<file path="config.mk">
export PLATFORM = sky130hd
export DESIGN_NAME = fetch_unit
export DESIGN_NICKNAME = d
export VERILOG_FILES = /design/src/rtl/fetch_unit.sv
export SDC_FILE = /design/constraint.sdc
export NUM_CORES = 1
export LEC_CHECK = 0
export BUFFER_PORTS_ARGS = -buffer_cell sky130_fd_sc_hd__buf_2
export CELL_PAD_IN_SITES_DETAIL_PLACEMENT = 1
export CELL_PAD_IN_SITES_GLOBAL_PLACEMENT = 1
export CORE_UTILIZATION = 39
export DETAILED_ROUTE_END_ITERATION = 8
export PLACE_DENSITY = 0.95
export SLEW_MARGIN = 20
export SYNTH_ARGS = -nofsm -noshare
export SYNTH_HDL_FRONTEND = slang
export SYNTH_SLANG_ARGS = --single-unit
</file>
<file path="constraint.sdc">
create_clock -name clk -period 4 [get_ports clk]
set_input_delay 1.2 -clock clk [delete_from_list [all_inputs] [get_ports clk]]
set_output_delay 1.2 -clock clk [all_outputs]
set_load 0.02 [all_outputs]
</file>
<file path="src/rtl/fetch_unit.sv">
// Instruction-fetch stage: four-phase Q1-Q4 sequencer, ROM addressing and the
// instruction register, with single-word squash on request from the PC block.
module fetch_unit #(
  parameter int                    INST_WIDTH    = 12,
  parameter int                    PC_WIDTH      = 9,
  parameter int                    FE_STATE_BITS = 2,
  parameter logic [INST_WIDTH-1:0] NOP_WORD      = 12'h000
) (
  input  logic                     clk,
  input  logic                     rst_n,
  input  logic [PC_WIDTH-1:0]      PC,
  input  logic                     skip,
  input  logic                     stall,
  input  logic [INST_WIDTH-1:0]    romData,
  output logic [PC_WIDTH-1:0]      romAddr,
  output logic                     romEn,
  output logic [FE_STATE_BITS-1:0] fetchState,
  output logic [INST_WIDTH-1:0]    IR,
  output logic                     irSquashed,
  output logic [7:0]               squashCount
);

  localparam logic [FE_STATE_BITS-1:0] Q1 = FE_STATE_BITS'(0);
  localparam logic [FE_STATE_BITS-1:0] Q2 = FE_STATE_BITS'(1);
  localparam logic [FE_STATE_BITS-1:0] Q3 = FE_STATE_BITS'(2);
  localparam logic [FE_STATE_BITS-1:0] Q4 = FE_STATE_BITS'(3);

  logic [FE_STATE_BITS-1:0] state_q, state_d;
  logic [PC_WIDTH-1:0]      rom_addr_q, rom_addr_d;
  logic [INST_WIDTH-1:0]    ir_q, ir_d;
  logic                     ir_squashed_q, ir_squashed_d;
  logic [7:0]               squash_count_q, squash_count_d;

  // A stall freezes every register; the whole next-state update is gated by it.
  always_comb begin
    state_d        = state_q;
    rom_addr_d     = rom_addr_q;
    ir_d           = ir_q;
    ir_squashed_d  = ir_squashed_q;
    squash_count_d = squash_count_q;
    if (!stall) begin
      case (state_q)
        Q1: begin
          state_d = Q2;
          if (skip) begin
            ir_d          = NOP_WORD;
            ir_squashed_d = 1'b1;
            if (squash_count_q != 8'hFF) squash_count_d = squash_count_q + 8'd1;
          end
        end
        Q2: begin
          state_d    = Q3;
          rom_addr_d = PC;
        end
        Q3: state_d = Q4;
        default: begin
          state_d       = Q1;
          ir_d          = romData;
          ir_squashed_d = 1'b0;
        end
      endcase
    end
  end

  always_ff @(posedge clk or negedge rst_n) begin
    if (!rst_n) begin
      state_q        <= Q1;
      rom_addr_q     <= '0;
      ir_q           <= NOP_WORD;
      ir_squashed_q  <= 1'b1;
      squash_count_q <= 8'd0;
    end else begin
      state_q        <= state_d;
      rom_addr_q     <= rom_addr_d;
      ir_q           <= ir_d;
      ir_squashed_q  <= ir_squashed_d;
      squash_count_q <= squash_count_d;
    end
  end

  // Dropping the strobe while held in Q3 makes the ROM re-read on resume.
  assign romEn       = (state_q == Q3) && !stall;
  assign romAddr     = rom_addr_q;
  assign fetchState  = state_q;
  assign IR          = ir_q;
  assign irSquashed  = ir_squashed_q;
  assign squashCount = squash_count_q;

endmodule

</file>
# [Word-level counts from Yosys, hierarchy flattened]
# Cells that the tools add are included.
[op_classes] muxes=5 n_addsub=1 n_eq_ne=4 reduce_logical=7 bitwise=2
[op_table] cell="12-bit case mux with 2 select lines" count=1
[op_table] cell="12-bit two-way mux" count=1
[op_table] cell="8-bit by 1-bit adder with 8-bit output (second input constant)" count=1
[op_table] cell="8-bit != test (second input constant)" count=1
[op_table] cell="2-bit case mux with 3 select lines" count=1
[op_table] cell="4-bit AND reduction" count=1
[op_table] cell="3-bit AND reduction" count=1
[op_table] cell="2-bit by 1-bit == test with 1-bit output (second input constant)" count=1
[op_table] cell="2-bit == test (second input constant)" count=1
[op_table] cell="2-bit logical NOT" count=1
[op_table] cell="2-bit != test (second input constant)" count=1
[op_table] cell="1-bit inverter" count=2
[op_table] cell="1-bit case mux with 2 select lines" count=1
[op_table] cell="2-bit AND reduction" count=1
[op_table] cell="2-bit OR reduction" count=1
[op_table] cell="1-bit logical AND" count=1
[op_table] cell="1-bit logical NOT" count=1
[op_table] cell="1-bit two-way mux" count=1
[totals] output_inout_bits=33 input_bits=25 register_bits=32

# [Depth between registers and ports, before layout]
# Gate-level depths: netlist of the first run.
[logic_depth] word_depth=4 depth_mapped=6 ltp_nobuf=5

# [Worst setup path after synthesis of the first run]
# No wires, ideal clock.
[synth_path] path_kind="input to output" startpoint="input stall" endpoint="output romEn" path_buffers=1 arrival_time_ns=1.629 path_slack_ns=1.171 required_ns=2.800 path_stages=2 path_cell_list="buf_6 -> nor2b_1"
[synth_between] elab_chain_len=2
[synth_lines] element="start, declared" line="13" source="input logic stall,"
[synth_lines] element="1-bit logical NOT" line="82" source="assign romEn = (state_q == Q3) && !stall;"
[synth_lines] element="1-bit logical AND" line="82"
[synth_lines] element="end, declared" line="16" source="output logic romEn,"
# Every way passes these cells.

# [Worst setup path in the final report of the first run]
# Ends and elaborated chain as after synthesis.

==> impl_metrics.json, run 1 <==
{
  "outcome": "completed",
  "cts_resized": 0,
  "synth.area.top_cells": "dfrtp_1 (56%), mux2_2 (8.9%), a22o_1 (7.6%)",
  "synth_edf_count": 0,
  "crit_path_start_kind": "input pin",
  "ys_seq_area_share_pct": 57.6,
  "power_frac_seq_pct": 38.5,
  "track_usage_pct": 19.2,
  "synth_top_flop_cell": "dfrtp_1",
  "p_int_uw": 869,
  "initial_core_util_pct": 41.0,
  "p_comb_share_pct": 45.3,
  "period_share_pct": 70.8,
  "overflow": 0,
  "setup_viol": 0,
  "hp-class": "register to register",
  "cts_setup_buffers": 0,
  "coreArea_mm2": 0.00339,
  "drc": 0,
  "cp_cell_sequence": "buf_2 -> nor2b_1 -> buf_2",
  "post-dp-hpwl_mm": 2.63,
  "cts_buffers": 5,
  "firstDrtPassIters": 4,
  "fmax_ghz": 0.353,
  "drt_iter0_drc": 45,
  "slew_headroom_pct": 39.5,
  "slew_viol_final": 0,
  "cpMostUsedCell": "buf_2",
  "drt-total-wl_mm": 3.37,
  "maxCapViolations": 0,
  "die_area_mm2": 0.00381,
  "fp.dieW_um": 61.7,
  "vias": 1058,
  "fin_setup_tns_ns": 0,
  "leakagePower_uw": 0.000922,
  "rsz0062_at_grt": "no",
  "antenna_found_initial": 0,
  "synth-seq-cells": 32,
  "swShare_pct": 41.0,
  "tightest_slew_ns": 0.901,
  "clock-sinks": 32,
  "r2r_slack_ns": 2.04,
  "yosysTopAreaCell": "dfrtp_1",
  "layout_setup_ws_ns": 1.17,
  "crit_type": "input pin to output pin",
  "r2r_cells": 5,
  "yosysMostFrequentCell": "dfrtp_1",
  "hold_buffers": 0,
  "pwr-share-clk_pct": 16.2,
  "pwr_density_cell_mw_per_mm2": 821,
  "ys_warn_count": 0,
  "critPathMaxFanout": 10,
  "syn_area_mm2": 0.00139,
  "avgSynthCellArea_um2": 13.6,
  "worst_path_max_delay_cell": "buf_2",
  "end_kind": "output pin",
  "crit_start": "stall",
  "fin_worst_skew_ns": 0.00983,
  "netlist.area_leader.share_pct": 55.8,
  "ios": 58,
  "tritoncts": "done",
  "synth.distinct_cells": 31,
  "grt_pass1_wl_mm": 5.02,
  "syn_inst": 102,
  "holdPathEnd": "irSquashed$_DFFE_PN1P_",
  "cp.arrival_ns": 1.63,
  "area_delta_synth_final_pct": 28.8,
  "timing.final.crit_period_ns": 2.83,
  "rows": 21,
  "final_nets": 192,
  "holdCritStartpoint": "irSquashed$_DFFE_PN1P_",
  "synthesis.nets": 131,
  "r2r-end": "IR[0]$_DFFE_PN0P_",
  "cts_max_path_buffers": 2,
  "grt_pass1_vias": 1097,
  "grt_start_max_net_pins": 33,
  "dieHeight_um": 61.7,
  "synth_common_cells": "dfrtp_1 (31), a22o_1 (12), mux2_2 (11)",
  "drive_gt1_share_pct": 51.2,
  "hold_path_depth": 2,
  "htreeDepth": 2,
  "cp.buffers_inverters": 2,
  "required_ns": 2.80,
  "cpPeakStageDelay_ns": 0.17,
  "rr_startpoint": "fetchState[0]$_DFFE_PN0N_",
  "root_buffer": "clkbuf_4",
  "port_buffers": 57,
  "pre_cts_slack_ns": 1.16,
  "holdWs_ns": 0.470,
  "hold_viol": 0,
  "worstSkewPairLatency_ns": 0.32,
  "ant_nets": 0,
  "critPathTopFamily": "buffers and inverters",
  "clk_pin_slew_ns": 0.09,
  "ir_worst_vdd_mv": 0.434,
  "gp_congestion": 0.811,
  "async_flop_share_pct": 100,
  "antenna_cells": 0,
  "utilization_pct": 52.9,
  "routedWlPerCell_um": 16.1,
  "post_drt_via_cell_ratio": 5.04,
  "p_switching_uw": 603
}
==> final cells by class <==
| cell class | count | area (um2) |
|---|---|---|
| well taps | 46 | 57.6 |
| inverters | 5 | 18.8 |
| clock inverters | 2 | 35.0 |
| flip-flops and latches | 32 | 802 |
| repair buffers | 58 | 293 |
| fillers | 371 | 1600 |
| clock buffers | 6 | 41.3 |
| multi-input cells | 61 | 544 |
==> worst max-delay path by stage <==
stage,end,slack (ns),depth (start not counted)
floorplan,romEn,1.17,2
global placement,romEn,1.18,3
detailed placement,romEn,1.16,3
CTS,romEn,1.16,3
global route,romEn,1.15,3
finish,romEn,1.17,3
==> layout by cell type, fill, tap and decap left out, types with 2 or more instances in the layout <==
cell / instances
nand3_2: 2
a21oi_1: 3
a22o_1: 12
dfrtp_1: 31
ha_1: 4
buf_2: 57
nor2b_1: 3
inv_1: 5
nor3_1: 2
nand4_1: 2
mux2_1: 2
nand2_1: 3
clkbuf_4: 5
mux2_2: 11
o21ai_1: 2
==> kinds of logic after synthesis <==
group,count (synthesis),synth area share (%)
xor+xnor,2,1.26
flops,32,57.6
simple gates,20,11.4
compound gates,21,11.2
fa+ha+maj,4,3.60
buf+inv,9,3.24
mux,14,11.6
==> registers in the layout (all words and copies together), names as in the netlist <==
signal / cells
fetchState: 2
romAddr: 9
squashCount: 8
IR: 12
irSquashed: 1
==> worst register-to-register path, cell delays in order (launching register included) <==
cell	delay, ns
dfrtp_1	0.42
inv_1	0.12
ha_1	0.31
inv_1	0.07
o21ai_1	0.72
a22o_1	0.27
==> power by group through the flow <==
stage	Sequential (uW)	Combinational [uW]	Clock (uW)
6_report	567	667	238
5_1_grt	586	727	261
4_1_cts	567	676	246
3_5_place_dp	573	674	0
3_3_place_gp	557	639	0
2_1_floorplan	728	272	0
==> metal layers <==
layer  routed length [um]  vias to the layer above  GRT usage [%]  part of all wire [%]
met2                 1900                       30           33.6                    56
met4                   97                        0           11.7                   2.9
met5                    0                        -              0                     0
li1                     -                      491              -                     -
met3                  105                       11           4.35                   3.1
met1                 1280                      526           21.1                    38
==> through the flow <==
stage	area, um2	power [uW]	std cells
2_1_floorplan	1390	1000	102
3_3_place_gp	1720	1200	202
3_5_place_dp	1720	1250	202
4_1_cts	1790	1490	210
5_1_grt	1790	1570	210
6_report	1790	1470	210
No activity file was read; power rests on OpenSTA's default activity.
==> run 2, diff against run 1 <==
ABC_AREA = 1   (was not set)
CORE_UTILIZATION = 34   (was 39)
PLACE_DENSITY = 0.89   (was 0.95)
clock period = 2.75 ns   (was 4 ns; I/O delays follow)
==> run 2 against run 1 <==
Effect of this change: die area grew 19%; core utilization shrank 6.6 points; largest cell class unchanged; final area is 4.7% higher; combinational power grew 41%; sequential power up 38%; power increased by 42%.
==> impl_metrics.json, run 2 <==
{
  "area_delta_synth_final_pct": 29.0,
  "ys_warn_count": 0,
  "end_kind": "output pin",
  "maxCapViolations": 0,
  "synth_common_cells": "nand2_1 (71), dfrtp_1 (31), inv_1 (10)",
  "hp-class": "register to register",
  "yosysMostFrequentCell": "nand2_1",
  "vias": 1223,
  "timing.final.crit_period_ns": 2.06,
  "drive_gt1_share_pct": 38.6,
  "firstDrtPassIters": 4,
  "async_flop_share_pct": 100,
  "netlist.area_leader.share_pct": 53.3,
  "cpPeakStageDelay_ns": 0.40,
  "root_buffer": "clkbuf_8",
  "grt_pass1_wl_mm": 5.66,
  "antenna_found_initial": 0,
  "critPathTopFamily": "flip-flops",
  "avgSynthCellArea_um2": 9.09,
  "final_common_cell": "nand2_1",
  "ir_worst_vdd_mv": 0.549,
  "utilization_pct": 46.3,
  "cp.arrival_ns": 1.23,
  "antenna_cells": 0,
  "layout_setup_ws_ns": 0.690,
  "cts_buffers": 5,
  "fp.dieW_um": 67.4,
  "final_cell_area_mm2": 0.00188,
  "period_share_pct": 74.9,
  "ys_seq_area_share_pct": 55.1,
  "drt-total-wl_mm": 3.50,
  "clock-sinks": 32,
  "largest_reg_flops": 12,
  "syn_inst": 160,
  "synth_edf_count": 0,
  "grt_pass1_vias": 1270,
  "critPathMaxFanout": 3,
  "syn_area_mm2": 0.00146,
  "cpMostUsedCell": "inv_1",
  "required_ns": 1.93,
  "hold_viol": 0,
  "pre_cts_slack_ns": 0.718,
  "crit_path_start_kind": "register",
  "clk_pin_slew_ns": 0.07,
  "htreeDepth": 2,
  "rows": 23,
  "port_buffers": 57,
  "crit_type": "register to output pin",
  "worstSkewPairLatency_ns": 0.28,
  "overflow": 0,
  "cts_resized": 0,
  "fin_setup_tns_ns": 0,
  "grt_start_max_net_pins": 33,
  "synth_top_flop_cell": "dfrtp_1",
  "slew_headroom_pct": 52.7,
  "initial_core_util_pct": 35.9,
  "tightest_slew_ns": 0.709,
  "ios": 58,
  "die_area_mm2": 0.00455,
  "rsz0062_at_grt": "no",
  "cp_cell_sequence": "inv_1 -> ha_1 -> inv_1 -> nor2_1 -> buf_2",
  "dieHeight_um": 67.4,
  "synthesis.nets": 189,
  "ant_nets": 0,
  "leakagePower_uw": 0.00104,
  "cts_setup_buffers": 0,
  "yosysTopAreaCell": "dfrtp_1",
  "post_drt_via_cell_ratio": 4.48,
  "placed_cell_area_mm2": 0.00178,
  "final_cell_mix": "nand2_1 (71), buf_2 (57), dfrtp_1 (31)",
  "hold_buffers": 0,
  "cp.buffers_inverters": 3,
  "outcome": "completed",
  "slew_viol_final": 0,
  "setup_viol": 0,
  "synth.area.top_cells": "dfrtp_1 (53%), nand2_1 (18%), mux2_2 (7.0%)",
  "gp_congestion": 0.768,
  "drc": 0,
  "fmax_ghz": 0.485,
  "synth-seq-cells": 32,
  "pwr_density_cell_mw_per_mm2": 1120,
  "holdWs_ns": 0.463,
  "synth.distinct_cells": 22,
  "post-dp-hpwl_mm": 2.65,
  "routedWlPerCell_um": 12.8,
  "track_usage_pct": 17.1,
  "drt_iter0_drc": 32,
  "fin_worst_skew_ns": 0.00677,
  "final_nets": 251,
  "coreArea_mm2": 0.00406,
  "tritoncts": "done",
  "cts_max_path_buffers": 2,
  "worst_path_max_delay_cell": "dfrtp_1"
}
==> run 2: area by class of cell <==
class	count	area (um2)
fillers	517	2180
flip-flops and latches	32	802
multi-input cells	113	586
repair buffers	57	285
clock buffers	6	82.6
well taps	50	62.6
inverters	13	48.8
clock inverters	2	10.0
==> run 2: cells by family (layout without fill, tap and decap cells) <==
logic type | count (synthesis) | count (layout) | synth area share [%]
multiplexers | 9 | 9 | 6.96
adder cells (fa/ha/maj) | 4 | 4 | 3.44
AND/OR/NAND/NOR | 90 | 90 | 25.6
AO/OA/AOI/OAI | 7 | 7 | 2.41
XOR/XNOR | 3 | 3 | 1.81
flip-flops | 32 | 32 | 55.1
buffers and inverters | 15 | 78 | 4.64
==> run 2: worst paths after layout <==
kind	startpoint	to	slack, ns	cells past startpoint
setup / recovery	fetchState[0]$_DFFE_PN0N_	romEn	0.69	5
min in group asynchronous	rst_n	romAddr[5]$_DFFE_PN0P_	0.59	1
hold / removal	irSquashed$_DFFE_PN1P_	irSquashed$_DFFE_PN1P_	0.46	2
max in group asynchronous	rst_n	squashCount[0]$_DFFE_PN0P_	1.70	1
setup reg to reg	fetchState[0]$_DFFE_PN0N_	IR[11]$_DFFE_PN0P_	1.14	7
hold reg to reg	irSquashed$_DFFE_PN1P_	irSquashed$_DFFE_PN1P_	0.46	2
==> run 2: tightest hold or removal path: cells and delay by family, from the launching register on <==
kind                   cells  cell delay [ns]
buffers and inverters      1             0.04
AO/OA/AOI/OAI              1             0.05
flip-flops                 1             0.37
==> run 2: routing by layer <==
metal	up-vias	wire length [um]	part of all wire [%]	GRT usage, %
li1	615	-	-	-
met1	574	1370	39	18.7
met2	30	1940	55	31.0
met3	4	145	4.1	4.05
met4	0	44	1.3	7.71
met5	-	0	0	0
==> run 2: per-stage QoR <==
step | std cells | total power [uW]
final | 273 | 2090
after global routing | 273 | 2270
after CTS | 273 | 2130
after detailed placement | 265 | 1740
after global placement | 265 | 1690
after floorplan | 160 | 1430
==> run 2: where the power goes <==
group | switching, uW | leakage, uW | internal (uW) | total (uW)
logic | 612 | 0.000593 | 328 | 940
clock network | 173 | 0.0000510 | 200 | 372
registers | 111 | 0.000400 | 671 | 782
==> run 3, diff against run 2 <==
CORE_UTILIZATION = 31   (was 34)
PLACE_DENSITY = 0.86   (was 0.89)
clock period = 1.7 ns   (was 2.75 ns; I/O delays follow)
==> run 3 against run 2 <==
Effect of this change: the flow now finishes with violations (design-rule violations); clock power is 92% higher; sequential share of layout area is 1.6 points lower; final cell count is 1.5% higher; die area is 9.4% higher; clock skew is 0.0022 ns higher; critical path type unchanged; non-clock buffer count is 2 higher; critical endpoint unchanged.
==> impl_metrics.json, run 3 (same netlist as run 2, synthesis figures left out) <==
{
  "outcome": "complete, but fails checks",
  "violations": "design-rule violations",
  "rows": 24,
  "slew_headroom_pct": 74.2,
  "pwr-share-clk_pct": 20.0,
  "ir_worst_vdd_mv": 0.730,
  "critPathMaxFanout": 3,
  "tightest_slew_ns": 0.386,
  "coreArea_mm2": 0.00444,
  "maxCapViolations": 0,
  "period_share_pct": 97.3,
  "r2r_cells": 7,
  "grt_start_max_net_pins": 19,
  "slew_viol_final": 0,
  "vias": 1263,
  "post_drt_via_cell_ratio": 4.56,
  "p_total_uw": 3560,
  "port_buffers": 57,
  "p_switching_uw": 1460,
  "power_frac_seq_pct": 35.8,
  "area_delta_synth_final_pct": 34.1,
  "cp.arrival_ns": 1.14,
  "die_area_mm2": 0.00497,
  "crit_type": "register to output pin",
  "dieHeight_um": 70.5,
  "placed_cell_area_mm2": 0.00181,
  "drc": 6,
  "final_cell_area_mm2": 0.00195,
  "p_comb_share_pct": 44.2,
  "holdWs_ns": 0.144,
  "drt-total-wl_mm": 3.56,
  "hold_buffers": 0,
  "ant_nets": 0,
  "crit_path_start_kind": "register",
  "root_buffer": "clkbuf_8",
  "grt_pass1_wl_mm": 6.01,
  "antenna_found_initial": 0,
  "gp_congestion": 0.762,
  "worstSkewPairLatency_ns": 0.28,
  "overflow": 0,
  "timing.final.crit_period_ns": 1.65,
  "clk_pin_slew_ns": 0.07,
  "drt_iter0_drc": 62,
  "ios": 58,
  "post-dp-hpwl_mm": 2.71,
  "setup_viol": 0,
  "final_nets": 253,
  "grt_pass1_vias": 1310,
  "swShare_pct": 41.1,
  "tritoncts": "done",
  "drive_gt1_share_pct": 40.9,
  "cts_buffers": 5,
  "fp.dieW_um": 70.5,
  "required_ns": 1.19,
  "initial_core_util_pct": 32.7,
  "p_int_uw": 2100,
  "firstDrtPassIters": 6,
  "hold_viol": 0,
  "htreeDepth": 2,
  "pwr_density_cell_mw_per_mm2": 1830,
  "antenna_cells": 0,
  "final_common_cell": "nand2_1",
  "final_cell_mix": "nand2_1 (71), buf_2 (56), dfrtp_1 (31)",
  "hp-class": "input pin to asynchronous set/reset pin",
  "cts_max_path_buffers": 2,
  "leakagePower_uw": 0.00105,
  "clock-sinks": 32,
  "routedWlPerCell_um": 12.8,
  "end_kind": "output pin",
  "track_usage_pct": 15.6,
  "fmax_ghz": 0.605,
  "rsz0062_at_grt": "yes",
  "largest_reg_flops": 12,
  "fin_worst_skew_ns": 0.00900
}
[run 3: path summary, 6_finish.rpt]
kind | start | end | slack (ns)
max | fetchState[0]$_DFFE_PN0N_ | romEn | 0.05
min | rst_n | squashCount[2]$_DFFE_PN0P_ | 0.14
max reg2reg | fetchState[1]$_DFFE_PN0N_ | IR[2]$_DFFE_PN0P_ | 0.18
min reg2reg | irSquashed$_DFFE_PN1P_ | irSquashed$_DFFE_PN1P_ | 0.47
max in group asynchronous | rst_n | irSquashed$_DFFE_PN1P_ | 1.05
min in group clk | romData[8] | IR[8]$_DFFE_PN0P_ | 0.43
[run 3: routing by layer]
layer  part of all wire [%]  global-route usage, %  up-vias
li1                       -                      -      621
met1                     41                   18.4      603
met2                     53                   27.7       34
met3                    4.2                   3.32        5
met4                    1.3                   6.12        0
met5                      0                      0        -
[run 3: repair_timing]
action	in CTS	in global routing
gates resized for setup	4	5
buffers inserted	1	0
setup endpoints to repair	1	13
pin swaps	0	1
[run 3: critical path: stages, from the launching register on]
cell	delay, ns
dfrtp_1	0.38
inv_2	0.09
ha_4	0.14
inv_2	0.04
nor2_4	0.09
buf_6	0.12
[run 3: final cells by class]
cell class	count	area (um2)
fill	558	2490
sequential	32	802
multi-input combinational	113	606
timing repair buffer	59	319
clock buffer	6	72.6
tap	52	65.1
inverter	13	52.6
clock inverter	2	35.0
[run 3: through the flow]
step / setup WS (ns) / instances / setup TNS (ns) / utilization (%)
floorplan: 0.158 / 160 / 0 / -
global placement: 0.259 / 268 / 0 / 40.7
detailed placement: 0.167 / 268 / 0 / 40.7
CTS: 0.0295 / 277 / 0 / 43.6
global route: -0.0187 / 277 / -0.0349 / 43.9
finish: 0.0458 / 277 / 0 / 43.9
[run 3: power groups by stage]
stage	clock network [uW]	logic [uW]	registers, uW
final	714	1570	1270
after global routing	764	1750	1330
after CTS	736	1580	1280
after detailed placement	0	1540	1290
after global placement	0	1470	1260
after floorplan	0	648	1660
